===== src/rtl/alsaqr_rst_seq_if.sv =====
// alsaqr_rst_seq_if: request/status bundle between the reset sequencer and its environment
// master: drives pll_locked_i, ext_rst_req_i, sw_rst_req_i, wdt_kick_i; observes the reset outputs
// slave : the sequencer; drives dom_rst_no, hyper_reset_no, busy_o, rst_cause_o
interface alsaqr_rst_seq_if #(
  parameter int NumDomains = 3,
  parameter int NumPhys    = 1
);
  logic                  pll_locked_i;
  logic                  ext_rst_req_i;
  logic                  sw_rst_req_i;
  logic                  wdt_kick_i;
  logic [NumDomains-1:0] dom_rst_no;
  logic [NumPhys-1:0]    hyper_reset_no;
  logic                  busy_o;
  logic [2:0]            rst_cause_o;
  modport master (
    output pll_locked_i, ext_rst_req_i, sw_rst_req_i, wdt_kick_i,
    input  dom_rst_no, hyper_reset_no, busy_o, rst_cause_o
  );
  modport slave (
    input  pll_locked_i, ext_rst_req_i, sw_rst_req_i, wdt_kick_i,
    output dom_rst_no, hyper_reset_no, busy_o, rst_cause_o
  );
endinterface


===== src/rtl/alsaqr_rst_seq.sv =====
// alsaqr_rst_seq: lock-qualified, debounced, staged reset sequencer for the AlSaqr FPGA top
// Ports: clk_i (clock-manager clock), rst_ni (async active-low power-on reset),
//        bus (alsaqr_rst_seq_if.slave): lock/pad/software/kick inputs in, staged resets,
//        HyperBus resets, busy flag and last reset cause out.
// Optional watchdog: define ALSAQR_RSTSEQ_WDT_EN.
module alsaqr_rst_seq #(
  parameter int NumDomains     = 3,
  parameter int NumPhys        = 1,
  parameter int DebounceCycles = 16,
  parameter int HyperRstCycles = 200,
  parameter int StageDelay     = 64,
  parameter int WdtCycles      = 2**20
) (
  input logic            clk_i,
  input logic            rst_ni,
  alsaqr_rst_seq_if.slave bus
);
  typedef enum logic [1:0] {HOLD, HYPER, RELEASE, RUN} state_e;
  localparam int CntMax = HyperRstCycles > StageDelay ? HyperRstCycles : StageDelay;
  localparam int CW     = $clog2(CntMax + 1);
  localparam int DW     = $clog2(DebounceCycles + 1);
  localparam int IW     = NumDomains > 1 ? $clog2(NumDomains) : 1;
  state_e                state_q, state_d;
  logic [1:0]            lock_sync_q, ext_sync_q;
  logic                  lock_s, ext_s;
  logic [DW-1:0]         db_cnt_q, db_cnt_d;
  logic                  ext_db_q, ext_db_d, db_hit;
  logic [CW-1:0]         cnt_q, cnt_d;
  logic [IW-1:0]         idx_q, idx_d;
  logic [NumDomains-1:0] dom_q, dom_d;
  logic [NumPhys-1:0]    hyper_q, hyper_d;
  logic                  busy_q, busy_d;
  logic [2:0]            cause_q, cause_d;
  logic                  wdt_exp, req;
  assign lock_s = lock_sync_q[1];
  assign ext_s  = ext_sync_q[1];
  // the debounced level flips only after DebounceCycles consecutive disagreeing samples
  assign db_hit = (ext_s != ext_db_q) && (db_cnt_q == DW'(DebounceCycles - 1));
  always_comb begin
    db_cnt_d = (ext_s == ext_db_q || db_hit) ? '0 : db_cnt_q + 1'b1;
    ext_db_d = ext_db_q ^ db_hit;
  end
`ifdef ALSAQR_RSTSEQ_WDT_EN
  localparam int WW = $clog2(WdtCycles + 1);
  logic [WW-1:0] wdt_q, wdt_d;
  // counts only in RUN, so every entry to RUN starts from zero; a kick beats expiry
  assign wdt_exp = (state_q == RUN) && !bus.wdt_kick_i && (wdt_q == WW'(WdtCycles - 1));
  always_comb wdt_d = (state_q != RUN || bus.wdt_kick_i) ? '0 : wdt_q + 1'b1;
  always_ff @(posedge clk_i or negedge rst_ni)
    if (!rst_ni) wdt_q <= '0;
    else wdt_q <= wdt_d;
`else
  logic unused_wdt;
  assign unused_wdt = bus.wdt_kick_i | (WdtCycles == 0);
  assign wdt_exp    = 1'b0;
`endif
  assign req = !lock_s || ext_db_q || bus.sw_rst_req_i || wdt_exp;
  always_comb begin
    state_d = state_q;
    cnt_d   = cnt_q;
    idx_d   = idx_q;
    dom_d   = dom_q;
    hyper_d = hyper_q;
    busy_d  = busy_q;
    cause_d = cause_q;
    if (state_q != HOLD && req) begin
      // a request takes precedence over any release due on the same edge
      state_d = HOLD;
      cnt_d   = '0;
      idx_d   = '0;
      dom_d   = '0;
      hyper_d = '0;
      busy_d  = 1'b1;
      cause_d = !lock_s ? 3'd1 : ext_db_q ? 3'd2 : bus.sw_rst_req_i ? 3'd3 : 3'd4;
    end else begin
      case (state_q)
        HOLD: if (lock_s && !ext_db_q) begin
          state_d = HYPER;
          cnt_d   = '0;
        end
        HYPER: if (cnt_q == CW'(HyperRstCycles - 1)) begin
          state_d = RELEASE;
          hyper_d = '1;
          cnt_d   = '0;
        end else cnt_d = cnt_q + 1'b1;
        RELEASE: if (cnt_q == CW'(StageDelay - 1)) begin
          dom_d[idx_q] = 1'b1;
          cnt_d        = '0;
          idx_d        = idx_q + 1'b1;
          if (idx_q == IW'(NumDomains - 1)) begin
            state_d = RUN;
            idx_d   = '0;
            busy_d  = 1'b0;
          end
        end else cnt_d = cnt_q + 1'b1;
        default: ;
      endcase
    end
  end
  always_ff @(posedge clk_i or negedge rst_ni)
    if (!rst_ni) begin
      lock_sync_q <= '0;
      ext_sync_q  <= '0;
      db_cnt_q    <= '0;
      ext_db_q    <= 1'b0;
      state_q     <= HOLD;
      cnt_q       <= '0;
      idx_q       <= '0;
      dom_q       <= '0;
      hyper_q     <= '0;
      busy_q      <= 1'b1;
      cause_q     <= 3'd0;
    end else begin
      lock_sync_q <= {lock_sync_q[0], bus.pll_locked_i};
      ext_sync_q  <= {ext_sync_q[0], bus.ext_rst_req_i};
      db_cnt_q    <= db_cnt_d;
      ext_db_q    <= ext_db_d;
      state_q     <= state_d;
      cnt_q       <= cnt_d;
      idx_q       <= idx_d;
      dom_q       <= dom_d;
      hyper_q     <= hyper_d;
      busy_q      <= busy_d;
      cause_q     <= cause_d;
    end
  assign bus.dom_rst_no     = dom_q;
  assign bus.hyper_reset_no = hyper_q;
  assign bus.busy_o         = busy_q;
  assign bus.rst_cause_o    = cause_q;
endmodule

===== src/flat_wrapper.sv =====
// flat-port wrapper written by rule: the top's interface ports become plain ports
module alsaqr_rst_seq_flat 
#(
  parameter int NumDomains     = 3,
  parameter int NumPhys        = 1,
  parameter int DebounceCycles = 16,
  parameter int HyperRstCycles = 200,
  parameter int StageDelay     = 64,
  parameter int WdtCycles      = 2**20
)
  (clk_i, rst_ni, bus_pll_locked_i, bus_ext_rst_req_i, bus_sw_rst_req_i, bus_wdt_kick_i, bus_dom_rst_no, bus_hyper_reset_no, bus_busy_o, bus_rst_cause_o);
  alsaqr_rst_seq_if #(.NumDomains(NumDomains), .NumPhys(NumPhys)) bus_i ();
  input logic clk_i;
  input logic rst_ni;
  input wire logic [$bits(bus_i.pll_locked_i)-1:0] bus_pll_locked_i;
  input wire logic [$bits(bus_i.ext_rst_req_i)-1:0] bus_ext_rst_req_i;
  input wire logic [$bits(bus_i.sw_rst_req_i)-1:0] bus_sw_rst_req_i;
  input wire logic [$bits(bus_i.wdt_kick_i)-1:0] bus_wdt_kick_i;
  output wire logic [$bits(bus_i.dom_rst_no)-1:0] bus_dom_rst_no;
  output wire logic [$bits(bus_i.hyper_reset_no)-1:0] bus_hyper_reset_no;
  output wire logic [$bits(bus_i.busy_o)-1:0] bus_busy_o;
  output wire logic [$bits(bus_i.rst_cause_o)-1:0] bus_rst_cause_o;
  assign bus_i.pll_locked_i = bus_pll_locked_i;
  assign bus_i.ext_rst_req_i = bus_ext_rst_req_i;
  assign bus_i.sw_rst_req_i = bus_sw_rst_req_i;
  assign bus_i.wdt_kick_i = bus_wdt_kick_i;
  assign bus_dom_rst_no = bus_i.dom_rst_no;
  assign bus_hyper_reset_no = bus_i.hyper_reset_no;
  assign bus_busy_o = bus_i.busy_o;
  assign bus_rst_cause_o = bus_i.rst_cause_o;
  alsaqr_rst_seq #(.NumDomains(NumDomains), .NumPhys(NumPhys), .DebounceCycles(DebounceCycles), .HyperRstCycles(HyperRstCycles), .StageDelay(StageDelay), .WdtCycles(WdtCycles)) u_core (.clk_i(clk_i), .rst_ni(rst_ni), .bus(bus_i));
endmodule

===== config.mk =====
export PLATFORM = sky130hd
export DESIGN_NAME = alsaqr_rst_seq_flat
export DESIGN_NICKNAME = d
export VERILOG_FILES = /design/src/rtl/alsaqr_rst_seq_if.sv /design/src/rtl/alsaqr_rst_seq.sv /design/src/flat_wrapper.sv
export SDC_FILE = /design/constraint.sdc
export NUM_CORES = 1
export LEC_CHECK = 0
export BUFFER_PORTS_ARGS = -buffer_cell sky130_fd_sc_hd__buf_2
export CAP_MARGIN = 30
export CORE_MARGIN = 1
export CORE_UTILIZATION = 55
export DETAILED_ROUTE_END_ITERATION = 6
export HOLD_SLACK_MARGIN = 0.1
export PLACE_DENSITY = 0.75
export SYNTH_ARGS = -nofsm -noshare
export SYNTH_HDL_FRONTEND = slang
export SYNTH_SLANG_ARGS = --single-unit

===== constraint.sdc =====
create_clock -name clk_i -period 2.35 [get_ports clk_i]
set_clock_uncertainty 0.05 [all_clocks]
set_input_delay 0.235 -clock clk_i [delete_from_list [all_inputs] [get_ports clk_i]]
set_output_delay 0.235 -clock clk_i [all_outputs]
set_load 0.03 [all_outputs]

**After elaboration in Yosys (flattened, before gate mapping)**

Index checks and enable logic that the tools add are counted.

- Add/subtract/negate cells: 3
- $lt $le $gt $ge: 2
- Equal/unequal tests: 12
- Muxes and demuxes: 31
- Bitwise operators: 2
- Reduce and logical (&&, ||, !) cells: 22

Operator list:

| cell | number |
|---|---|
| $mux 8 | 4 |
| $pmux 8 s3 | 1 |
| $mux 2 | 9 |
| $mux 3 | 6 |
| $ne 3x1->1 const B | 4 |
| $reduce_bool 2->1 | 6 |
| $add 8x1->8 const B | 1 |
| $eq 8x6->1 const B | 1 |
| $eq 8x8->1 const B | 1 |
| $mux 1 | 8 |
| $pmux 2 s3 | 1 |
| $reduce_and 2->1 | 3 |
| $add 5x1->5 const B | 1 |
| $eq 5x4->1 const B | 1 |
| $mux 5 | 1 |
| $reduce_and 5->1 | 1 |
| $eq 2x2->1 const B | 2 |
| $logic_and 1x1->1 | 4 |
| $reduce_bool 4->1 | 1 |
| $logic_or 1x1->1 | 3 |
| $lt 2x3->1 const B | 1 |
| $or 3x3->3 | 1 |
| $reduce_and 3->1 | 1 |
| $add 2x1->2 const B | 1 |
| other kinds (8) | 9 |

- Register bits: 30
- Input bits: 6
- Output and inout bits: 8
- Word-level logic and storage cells: 83

**Longest topological paths before layout**

Gate-level depths: netlist of the first run.

- Word-level depth: 8
- Depth in mapped cells: 8
- Gate-level depth less buffers: 6

**Worst setup path before layout of the first run**

Ideal clock, no wire load.

- Kind: register to register
- Start: register u_core.state_q[1]
- End: register u_core.state_q[0]
- Library setup time: 0.079 ns
- Data arrival time: 1.685 ns
- Data required time: 2.221 ns
- Path slack: 0.535 ns
- Cell stages (with the launch flop): 9
- Buffers on the path: 2
- Period minus slack after synthesis: 1.815 ns
- Cells stage by stage: dfrtp_1 > inv_1 > ha_1 > buf_2 > nor2_1 > a22o_1 > clkbuf_1 > a311oi_2 > mux2i_1

- Word-level cells in the longest chain between the ends: 4
- Elaborated cells between the ends (all ways): 13
- Classes of those cells: eq/ne (6); mux (2); reduce/logical (5)

RTL lines:

| item | line | source |
|---|---|---|
| start, declared | alsaqr_rst_seq.sv:23 | `state_e state_q, state_d;` |
| start signal, assigned | alsaqr_rst_seq.sv:118 | `state_q <= state_d;` |
| $reduce_bool 2->1 | alsaqr_rst_seq.sv:66 | `if (state_q != HOLD && req) begin` |
| $logic_and 1x1->1 | alsaqr_rst_seq.sv:66 |  |
| $ne 3x1->1 (no source line) / $reduce_bool 4->1 (equally long branches) | n/a |  |
| $reduce_and 5->1 (no source line) | n/a |  |

Several ways; a longest one is shown, not always the timed one.
A chain may end at the register's enable or synchronous reset.

**Worst setup path in the final report of the first run**

- Start: register u_core.state_q[0]
- End: register u_core.cnt_q[6]

- Word-level cells in the longest chain between the ends: 4
- Elaborated cells between the ends (all ways): 10
- Classes of those cells: eq/ne (3); mux (2); reduce/logical (5)

RTL lines:

| item | line | source |
|---|---|---|
| $reduce_bool 2->1 | alsaqr_rst_seq.sv:66 |  |
| $logic_and 1x1->1 | alsaqr_rst_seq.sv:66 |  |
| $ne 3x1->1 (no source line) / $reduce_bool 4->1 (equally long branches) | n/a |  |
| $reduce_and 2->1 (no source line) | n/a |  |
| end signal, assigned | alsaqr_rst_seq.sv:119 | `cnt_q <= cnt_d;` |
| end, declared | alsaqr_rst_seq.sv:28 | `logic [CW-1:0] cnt_q, cnt_d;` |

Several ways; a longest one is shown, not always the timed one.

==> results of run 1 <==
[metrics by stage]
step	total power [uW]	cell area [um2]	hold slack (ns)	instances	setup slack, ns
after detailed placement	1080	1560	0.254	183	0.277
after global routing	1480	1660	0.253	194	0.102
after floorplan	965	1470	-0.111	143	0.535
after global placement	1050	1560	0.242	183	0.392
final	1400	1660	0.197	194	0.254
after CTS	1400	1660	0.194	194	0.243
[routing by layer]
metal / global-route usage [%] / up-vias
li1: - / 544
met1: 25.5 / 525
met2: 38.5 / 23
met3: 5.08 / 9
met4: 14.5 / 0
met5: 0 / -
[flip-flops by register name, summed over array words and instances (netlist names), named ones only]
register / cells
u_core.bus.busy_o: 1
u_core.cnt_q: 8
u_core.lock_sync_q: 2
u_core.bus.hyper_reset_no: 1
u_core.bus.rst_cause_o: 3
u_core.db_cnt_q: 5
u_core.idx_q: 2
u_core.bus.dom_rst_no: 3
u_core.ext_sync_q: 2
u_core.state_q: 2
[path summary, 6_finish.rpt]
check	cells past startpoint	slack, ns	end	startpoint
max	6	0.25	u_core.cnt_q[6]$_DFFE_PN0P_	u_core.state_q[0]$_DFFE_PN0P_
min	3	0.20	u_core.bus.rst_cause_o[0]$_DFFE_PN0N_	bus_sw_rst_req_i
max reg2reg	6	0.25	u_core.cnt_q[6]$_DFFE_PN0P_	u_core.state_q[0]$_DFFE_PN0P_
min reg2reg	0	0.31	u_core.ext_sync_q[1]$_DFF_PN0_	u_core.ext_sync_q[0]$_DFF_PN0_
max in group asynchronous	2	1.43	u_core.bus.rst_cause_o[1]$_DFFE_PN0N_	rst_ni
min in group asynchronous	2	0.39	u_core.cnt_q[5]$_DFFE_PN0P_	rst_ni
[worst max-delay path, delay by kind of cell (launching register included)]
| family | cells | cell delay, ns |
|---|---|---|
| buf+inv | 1 | 0.11 |
| flops | 1 | 0.42 |
| simple gates | 2 | 0.38 |
| compound gates | 2 | 0.65 |
| fa+ha+maj | 1 | 0.36 |
[cell type report]
cell class | instances | area [um2] | area share, %
Multi-Input combinational cell | 100 | 668 | 40.3
Sequential cell | 30 | 752 | 45.4
Timing Repair Buffer | 16 | 97.6 | 5.89
Clock buffer | 6 | 51.3 | 3.10
Inverter | 10 | 37.5 | 2.27
Clock inverter | 2 | 12.5 | 0.755
Tap cell | 30 | 37.5 | 2.27
[logic make-up after synthesis]
kind of cell    synth area share [%]
mux                             1.36
xor+xnor                        1.79
flops                           51.1
compound gates                  16.2
simple gates                    21.0
fa+ha+maj                       5.10
buf+inv                         3.49
[power by group]
group	internal (uW)	switching, uW	total (uW)
clock	144	185	329
sequential	556	32.8	589
combinational	187	294	482
total	886	513	1400
[repair_timing]
action / CTS / global route
endpoints found under the hold margin: 31 / 0
hold buffers: 3 / 0
resized for setup: 0 / 0
[Yosys cell counts (all sizes together) (3+ instances only)]
| library cell | instances |
|---|---|
| nor2 | 20 |
| and3 | 3 |
| o311ai | 3 |
| ha | 6 |
| o21ai | 5 |
| nand3 | 8 |
| inv | 10 |
| nand2b | 3 |
| dfrtp | 29 |
| nand2 | 14 |
| a21oi | 10 |
==> flow_summary.toml, run 1 <==
[critical_path]
critPathMaxStageDelay_ns = 0.42
worst_endpoint_data_arrival_time_ns = 2.28
required_worst_endpoint_ns = 2.53
timing.critical_path.to_type = "register"
cp-start-kind = "register"
crit_slowest_cell = "sky130_fd_sc_hd__dfrtp_1"
critical_path.cell_chain = "inv_1 > ha_1 > nor2_1 > a22o_1 > nand2b_2 > o311ai_0"
critical_path_class = "register to register"
critical_path.max_fanout = 11

[cells_and_area]
mostFrequentLayoutCell = "sky130_fd_sc_hd__dfrtp_1"
final_util_pct = 66.3
filler_cells_inserted = 201
drive_gt1_share_pct = 20.7
finish.net_count = 175
layout_common_cells = "sky130_fd_sc_hd__dfrtp_1, sky130_fd_sc_hd__nor2_1, sky130_fd_sc_hd__nand2_1, sky130_fd_sc_hd__buf_2, sky130_fd_sc_hd__inv_1"
area.growth.synth_to_final_pct = 12.6
antenna_cells = 0

[synthesis]
post_synth_design_cell_area_um2 = 1470
synth_top_cell_by_area = "sky130_fd_sc_hd__dfrtp_1"
ys_seq_elements = 30
syn_nets = 155
synth_ff_type = "sky130_fd_sc_hd__dfrtp_1"
postSynthAreaPerCell_um2 = 10.3
synth_top_area_share_pct = 49.3
synth_async_sr_flop_share_pct = 100
number_of_enable_flip_flop_cells_after_synthesis = 0
synth-seq-area-share_pct = 51.1
ys_types = 44
synth.area.top_cells = "sky130_fd_sc_hd__dfrtp_1, sky130_fd_sc_hd__ha_1, sky130_fd_sc_hd__nor2_1"
synth-warning-count = 0
syn-instance-count = 143

[outcome]
run_status = "completed"

[floorplanning]
die_area_um2 = 2890
start_util_pct = 58.9
rows = 18
die_height_um = 53.7
fp.dieW_um = 53.7
pin_count = 14
core_area_um2 = 2500

[worst_hold_path]
timing.hold.worst.class = "primary input to register"

[clocking]
cts_root_buf = "sky130_fd_sc_hd__clkbuf_4"
h_tree_level_count = 2
tritoncts = "done"
ctsLongestPathBuffers = 2
clock_insertion_delay_worst_skew_ns = 0.34
cts_made_buffers = 5
clk_transition_reported_paths_ns = 0.10
number_of_buffers_inserted_to_repair_setup_after_cts = 0
cts_num_sinks = 30

[flow_run]
cap_violations = 0

[pwr]
vdd.ir_drop.worst_uv = 578
p_leak_uw = 0.000753
pwr_density_cell_nw_per_um2 = 845

[timing]
tightestPinTransition_ns = 0.644
drv_slew = 0
achievable-frequency_mhz = 477
finalHoldViolations = 0
period_share_pct = 89.2
layout_min_cycle_time_ns = 2.10
unrepaired_setup_endpoints_after_global_routing = "false"
relative_max_transition_margin_pct = 57.1
timing.setup.tns_ns = 0
setup-violations-final = 0

[detailed_routing]
routedWlPerCell_um = 14.1
drtAntennaViolNets = 0
wirelength_met1_um = 1220
route.met3.wl_um = 92
routed_wirelength_um = 2740
drtIter0Drc = 26
wl_met2_um = 1360
post_drt_via_cell_ratio = 5.68
topRoutingLayerUsed = "met4"
drt_pre_antenna_iters = 4
drc_errors = 0
vias = 1101

[grt]
grt_pass1_wl_um = 4490
first_global_vias = 1057
globalRouteOverflowTotal = 0
grt_start_max_net_pins = 31
antenna_found_initial = 0
global_route.usage.total_pct = 22.7

[placement]
place.port_buffers = 12
global_placement_routability_congestion = 0.727
hpwl_um = 1950
No activity file was read; power rests on OpenSTA's default activity.
==> inputs of run 2 (changes only) <==
--- a/config.mk
+++ b/config.mk
@@ -8,10 +8,10 @@
 export BUFFER_PORTS_ARGS = -buffer_cell sky130_fd_sc_hd__buf_2
 export CAP_MARGIN = 30
 export CORE_MARGIN = 1
-export CORE_UTILIZATION = 55
+export CORE_UTILIZATION = 52
 export DETAILED_ROUTE_END_ITERATION = 6
 export HOLD_SLACK_MARGIN = 0.1
-export PLACE_DENSITY = 0.75
+export PLACE_DENSITY = 0.74
 export SYNTH_ARGS = -nofsm -noshare
 export SYNTH_HDL_FRONTEND = slang
 export SYNTH_SLANG_ARGS = --single-unit
==> constraint.sdc (replaced) <==
create_clock -name clk_i -period 1.7 [get_ports clk_i]
set_clock_uncertainty 0.05 [all_clocks]
set_input_delay 0.17 -clock clk_i [delete_from_list [all_inputs] [get_ports clk_i]]
set_output_delay 0.17 -clock clk_i [all_outputs]
set_load 0.03 [all_outputs]
==> run 2 against run 1 <==
  * The flow now finishes with violations (setup timing)
  * Critical endpoint is now u_core.cnt_q[7]$_DFFE_PN0P_
  * Non-clock buffer count grew 26
  * Sequential cell count is the same
  * Global-route usage grew 2.2 points
  * Largest cell class is now multi-input gates
  * Clock power grew 36%
  * Sequential power grew 38%
  * Critical path type unchanged
  * Worst hold slack lost 0.047 ns
==> flow_summary.toml, run 2 (synthesis results as in run 1) <==
[critical_path]
most_frequent_cell_on_critical_path = "sky130_fd_sc_hd__buf_4"
required_worst_endpoint_ns = 1.88
timing.critical_path.to_type = "register"
r2r_cells = 7
critPathMaxStageDelay_ns = 0.41
crit_slowest_cell = "sky130_fd_sc_hd__dfrtp_1"
worstReg2RegStart = "u_core.cnt_q[1]$_DFFE_PN0P_"
timing.critical_path.from = "u_core.cnt_q[1]$_DFFE_PN0P_"
critical_path_class = "register to register"
timing.reg2reg.setup_slack_ns = -0.09
critical_path.cell_chain = "buf_4 > buf_4 > buf_4 > and3_4 > nand3_2 > or2_2 > o311ai_2"
cp-start-kind = "register"
critical_path.max_fanout = 3
worst_endpoint_data_arrival_time_ns = 1.98
rr_endpoint = "u_core.cnt_q[7]$_DFFE_PN0P_"

[pwr]
pwr_density_cell_nw_per_um2 = 1190
vdd.ir_drop.worst_uv = 802
fin_total_pwr_uw = 2400
p_leak_uw = 0.000915

[detailed_routing]
post_drt_via_cell_ratio = 5.62
routedWlPerCell_um = 15.0
routed_wirelength_um = 3300
drc_errors = 0
drt_pre_antenna_iters = 4
drtIter0Drc = 19
vias = 1237
drtAntennaViolNets = 0

[floorplanning]
core_area_um2 = 2570
pin_count = 14
rows = 18
die_height_um = 55.2
start_util_pct = 57.3
die_area_um2 = 3050
fp.dieW_um = 55.2

[cells_and_area]
largest-register = "u_core.cnt_q"
area.growth.synth_to_final_pct = 37.2
finish.net_count = 201
drive_gt1_share_pct = 41.6
filler_cells_inserted = 163
largest_register_ffs = 8
antenna_cells = 0
reg_top3 = "u_core.cnt_q x8, u_core.db_cnt_q x5"
mostFrequentLayoutCell = "sky130_fd_sc_hd__dfrtp_1"
layout_common_cells = "sky130_fd_sc_hd__dfrtp_1, sky130_fd_sc_hd__buf_4, sky130_fd_sc_hd__nor2_1, sky130_fd_sc_hd__nand2_1, sky130_fd_sc_hd__buf_2"

[placement]
hpwl_um = 2150
dpl_worst_slack_ns = -0.158
place.port_buffers = 12
global_placement_routability_congestion = 0.806

[timing]
layout_min_cycle_time_ns = 1.79
finalHoldViolations = 0
postLayoutSetupSlackWorst_ns = -0.0944
holdWs_ns = 0.150
drv_slew = 0
setup-violations-final = 7
unrepaired_setup_endpoints_after_global_routing = "true"
achievable-frequency_mhz = 557
period_share_pct = 106
relative_max_transition_margin_pct = 56.1
tightestPinTransition_ns = 0.658

[clocking]
cts_made_buffers = 5
clock_insertion_delay_worst_skew_ns = 0.34
ctsLongestPathBuffers = 2
clk_transition_reported_paths_ns = 0.10
cts_num_sinks = 30
h_tree_level_count = 2
cts_root_buf = "sky130_fd_sc_hd__clkbuf_4"
tritoncts = "done"

[flow_run]
cap_violations = 0

[grt]
grt_start_max_net_pins = 31
antenna_found_initial = 0
first_global_vias = 1176
globalRouteOverflowTotal = 0
global_route.usage.total_pct = 24.9
grt_pass1_wl_um = 5130

[worst_hold_path]
min_delay_worst_endpoint = "u_core.bus.rst_cause_o[0]$_DFFE_PN0N_"
hold_path.startpoint = "bus_sw_rst_req_i"
timing.hold.worst.class = "primary input to register"
number_of_cells_on_the_worst_hold_path = 3

[outcome]
run_status = "finished with violations"
violations_in_the_final_reports = "setup timing"
==> run 2: cell type report <==
type	count	area (um2)	area share (%)
multi-input combinational	100	833	41.3
sequential	30	753	37.3
timing repair buffer	42	297	14.7
clock buffer	7	55.1	2.73
inverter	10	37.5	1.86
tap	30	37.5	1.86
clock inverter	1	5.00	0.248
==> run 2: worst max-delay path by stage <==
| stage | to | slack (ns) | cells after the start |
|---|---|---|---|
| after floorplan | u_core.state_q[0]$_DFFE_PN0P_ | -0.006 | 8 |
| after global placement | u_core.state_q[0]$_DFFE_PN0P_ | -0.05 | 6 |
| after detailed placement | u_core.cnt_q[6]$_DFFE_PN0P_ | -0.16 | 6 |
| after CTS | u_core.state_q[0]$_DFFE_PN0P_ | -0.13 | 6 |
| after global routing | u_core.state_q[1]$_DFFE_PN0P_ | -0.15 | 6 |
| final | u_core.cnt_q[7]$_DFFE_PN0P_ | -0.09 | 7 |
==> run 2: critical path: cells and delay by family (launching register included) <==
family,cells,cell delay [ns]
buffers and inverters,3,0.32
AO/OA/AOI/OAI,1,0.28
flip-flops,1,0.41
AND/OR/NAND/NOR,3,0.65
==> run 2: power by group <==
| group | total (uW) | internal, uW | switching (uW) |
|---|---|---|---|
| sequential | 815 | 768 | 46.7 |
| combinational | 1140 | 551 | 590 |
| clock | 446 | 200 | 246 |
| total | 2400 | 1520 | 883 |
==> run 2: per-stage QoR <==
step | TNS, ns | util, % | instance area [um2] | std cells
final | -0.413 | 78.6 | 2020 | 220
after global routing | -1.61 | 78.6 | 2020 | 220
after CTS | -0.303 | 75.4 | 1940 | 216
after detailed placement | -0.750 | 66.8 | 1710 | 200
after global placement | -0.210 | 66.8 | 1710 | 200
after floorplan | -0.0117 | - | 1510 | 143
==> run 2: per-layer routing <==
layer / track usage [%] / routed length [um] / vias up
met4: 9.17 / 53 / 0
met3: 7.65 / 139 / 8
met5: 0 / 0 / -
li1: - / - / 597
met2: 42.0 / 1640 / 37
met1: 29.8 / 1470 / 595
==> run 2: timing repair <==
item,4_1_cts,5_1_grt
endpoints found under the hold margin,31,0
endpoints found under the setup margin,10,17
resized for setup,17,11
buffers inserted,5,4
pin swaps,8,7
gates cloned,0,0
hold buffers,3,0
==> inputs of run 3 (changes only) <==
--- a/config.mk
+++ b/config.mk
@@ -11,7 +11,7 @@
 export CORE_UTILIZATION = 52
 export DETAILED_ROUTE_END_ITERATION = 6
 export HOLD_SLACK_MARGIN = 0.1
-export PLACE_DENSITY = 0.74
+export PLACE_DENSITY = 0.81
 export SYNTH_ARGS = -nofsm -noshare
 export SYNTH_HDL_FRONTEND = slang
 export SYNTH_SLANG_ARGS = --single-unit
==> run 3 against run 2 <==
  * The run still ends with setup timing left
  * Sequential share of layout area rose by 0.24 points
  * Utilization fell by 0.63 points
  * Critical path depth fell by 2
  * Combinational power barely moved
  * Global-route usage rose by 1.6 points
  * Highest routed layer unchanged
  * Setup slack got worse by 0.022 ns
  * Critical endpoint is now u_core.state_q[1]$_DFFE_PN0P_
==> flow_summary.toml, run 3 (synthesis results as in run 1) <==
[pwr]
p_leak_uw = 0.000908
vdd.ir_drop.worst_uv = 875
pwr_density_cell_nw_per_um2 = 1190

[placement]
place.port_buffers = 12
dpl_worst_slack_ns = -0.158
post_place_cells = 199
hpwl_um = 2230
placed_cell_area_um2 = 1710
global_placement_routability_congestion = 0.798

[critical_path]
required_worst_endpoint_ns = 1.91
critical_path.cell_chain = "nand4_4 > o41ai_4 > nor2_2 > a311oi_4 > mux2i_1"
critPathMaxStageDelay_ns = 0.53
worstReg2RegStart = "u_core.cnt_q[6]$_DFFE_PN0P_"
cp_top_family = "compound AO/OA/AOI/OAI gates"
timing.critical_path.to_type = "register"
critical_path.max_fanout = 5
worst_endpoint_data_arrival_time_ns = 2.02
cp-start-kind = "register"
worst-path-buf-inv = 0
crit_slowest_cell = "sky130_fd_sc_hd__dfrtp_1"
timing.critical_path.from = "u_core.cnt_q[6]$_DFFE_PN0P_"
critical_path_class = "register to register"

[timing]
tightestPinTransition_ns = 0.650
layout_min_cycle_time_ns = 1.82
period_share_pct = 107
finalHoldViolations = 0
drv_slew = 0
unrepaired_setup_endpoints_after_global_routing = "true"
postLayoutSetupSlackWorst_ns = -0.117
relative_max_transition_margin_pct = 56.7
setup-violations-final = 8
achievable-frequency_mhz = 550

[cells_and_area]
area.growth.synth_to_final_pct = 36.1
antenna_cells = 0
post_layout_nonfiller_instances = 220
drive_gt1_share_pct = 40.0
filler_cells_inserted = 174
final_cell_area_um2 = 2000
finish.net_count = 201
reg_top3 = "u_core.cnt_q x8, u_core.db_cnt_q x5"
mostFrequentLayoutCell = "sky130_fd_sc_hd__dfrtp_1"
layout_common_cells = "sky130_fd_sc_hd__dfrtp_1, sky130_fd_sc_hd__buf_4, sky130_fd_sc_hd__nor2_1, sky130_fd_sc_hd__nand2_1, sky130_fd_sc_hd__buf_2"
largest_register_ffs = 8
largest-register = "u_core.cnt_q"

[clocking]
h_tree_level_count = 2
cts_num_sinks = 30
tritoncts = "done"
cts_root_buf = "sky130_fd_sc_hd__clkbuf_4"
cts_made_buffers = 5
ctsLongestPathBuffers = 2
clock_insertion_delay_worst_skew_ns = 0.35
clk_transition_reported_paths_ns = 0.10

[detailed_routing]
routed_wirelength_um = 3530
drtAntennaViolNets = 0
drt_pre_antenna_iters = 4
drtIter0Drc = 18
vias = 1230
routedWlPerCell_um = 16.0
post_drt_via_cell_ratio = 5.59
drc_errors = 0

[floorplanning]
pin_count = 14
core_area_um2 = 2570
rows = 18
start_util_pct = 57.3
fp.dieW_um = 55.2
die_height_um = 55.2
die_area_um2 = 3050

[worst_hold_path]
hold_path.startpoint = "bus_sw_rst_req_i"
timing.hold.worst.class = "primary input to register"

[outcome]
run_status = "finished with violations"
violations_in_the_final_reports = "setup timing"

[grt]
grt_start_max_net_pins = 31
global_route.usage.total_pct = 26.5
first_global_vias = 1199
globalRouteOverflowTotal = 0
antenna_found_initial = 0
grt_pass1_wl_um = 5220

[flow_run]
cap_violations = 0
-- run 3: metal layers --
| layer | GRT usage, % | wire length [um] | vias to the layer above |
|---|---|---|---|
| met4 | 14.2 | 107 | 0 |
| met1 | 25.5 | 1410 | 613 |
| met5 | 0 | 0 | - |
| met2 | 50.0 | 1920 | 18 |
| met3 | 7.65 | 85 | 9 |
| li1 | - | - | 590 |
-- run 3: metrics by stage --
step                utilization [%]  TNS, ns  total power [uW]  hold WS, ns
global route                   78.0    -1.40              2510        0.143
finish                         78.0   -0.506              2380        0.114
floorplan                         -  -0.0117              1440       -0.176
global placement               66.5  -0.0948              1630        0.177
detailed placement             66.5   -0.718              1680        0.181
CTS                            75.4   -0.639              2320        0.107
-- run 3: worst min-delay path, cell delays in order --
cell and delay [ns]:
sky130_fd_sc_hd__buf_2 0.12, sky130_fd_sc_hd__o22ai_1 0.10, sky130_fd_sc_hd__a21oi_1 0.08
-- run 3: cell type report --
class | count | area, um2 | area share [%]
clock buffers | 6 | 51.3 | 2.56
flip-flops and latches | 30 | 752 | 37.6
multi-input cells | 100 | 811 | 40.5
repair buffers | 42 | 300 | 15.0
clock inverters | 2 | 12.5 | 0.625
inverters | 10 | 37.5 | 1.88
well taps | 30 | 37.5 | 1.88
-- run 3: report_power, final --
part,switching [uW],leakage [uW],internal [uW]
combinational,581,0.000480,524
sequential,46.0,0.000393,768
clock,265,0.0000343,198
total,892,0.000908,1490
-- run 3: final timing paths --
check,slack (ns),cells past startpoint,endpoint
min,0.11,3,u_core.bus.rst_cause_o[0]$_DFFE_PN0N_
min in group asynchronous,0.32,2,u_core.cnt_q[4]$_DFFE_PN0P_
max in group asynchronous,0.85,2,u_core.db_cnt_q[4]$_DFF_PN0_
min reg2reg,0.31,0,u_core.lock_sync_q[1]$_DFF_PN0_
max,-0.12,5,u_core.state_q[1]$_DFFE_PN0P_
max reg2reg,-0.12,5,u_core.state_q[1]$_DFFE_PN0P_
-- run 3: what timing repair did --
| item | CTS | global route |
|---|---|---|
| pin swaps | 8 | 12 |
| setup endpoints to repair | 9 | 16 |
| hold endpoints to repair | 31 | 0 |
| setup buffers | 3 | 7 |
| hold buffers | 3 | 0 |
| gates resized for setup | 21 | 5 |
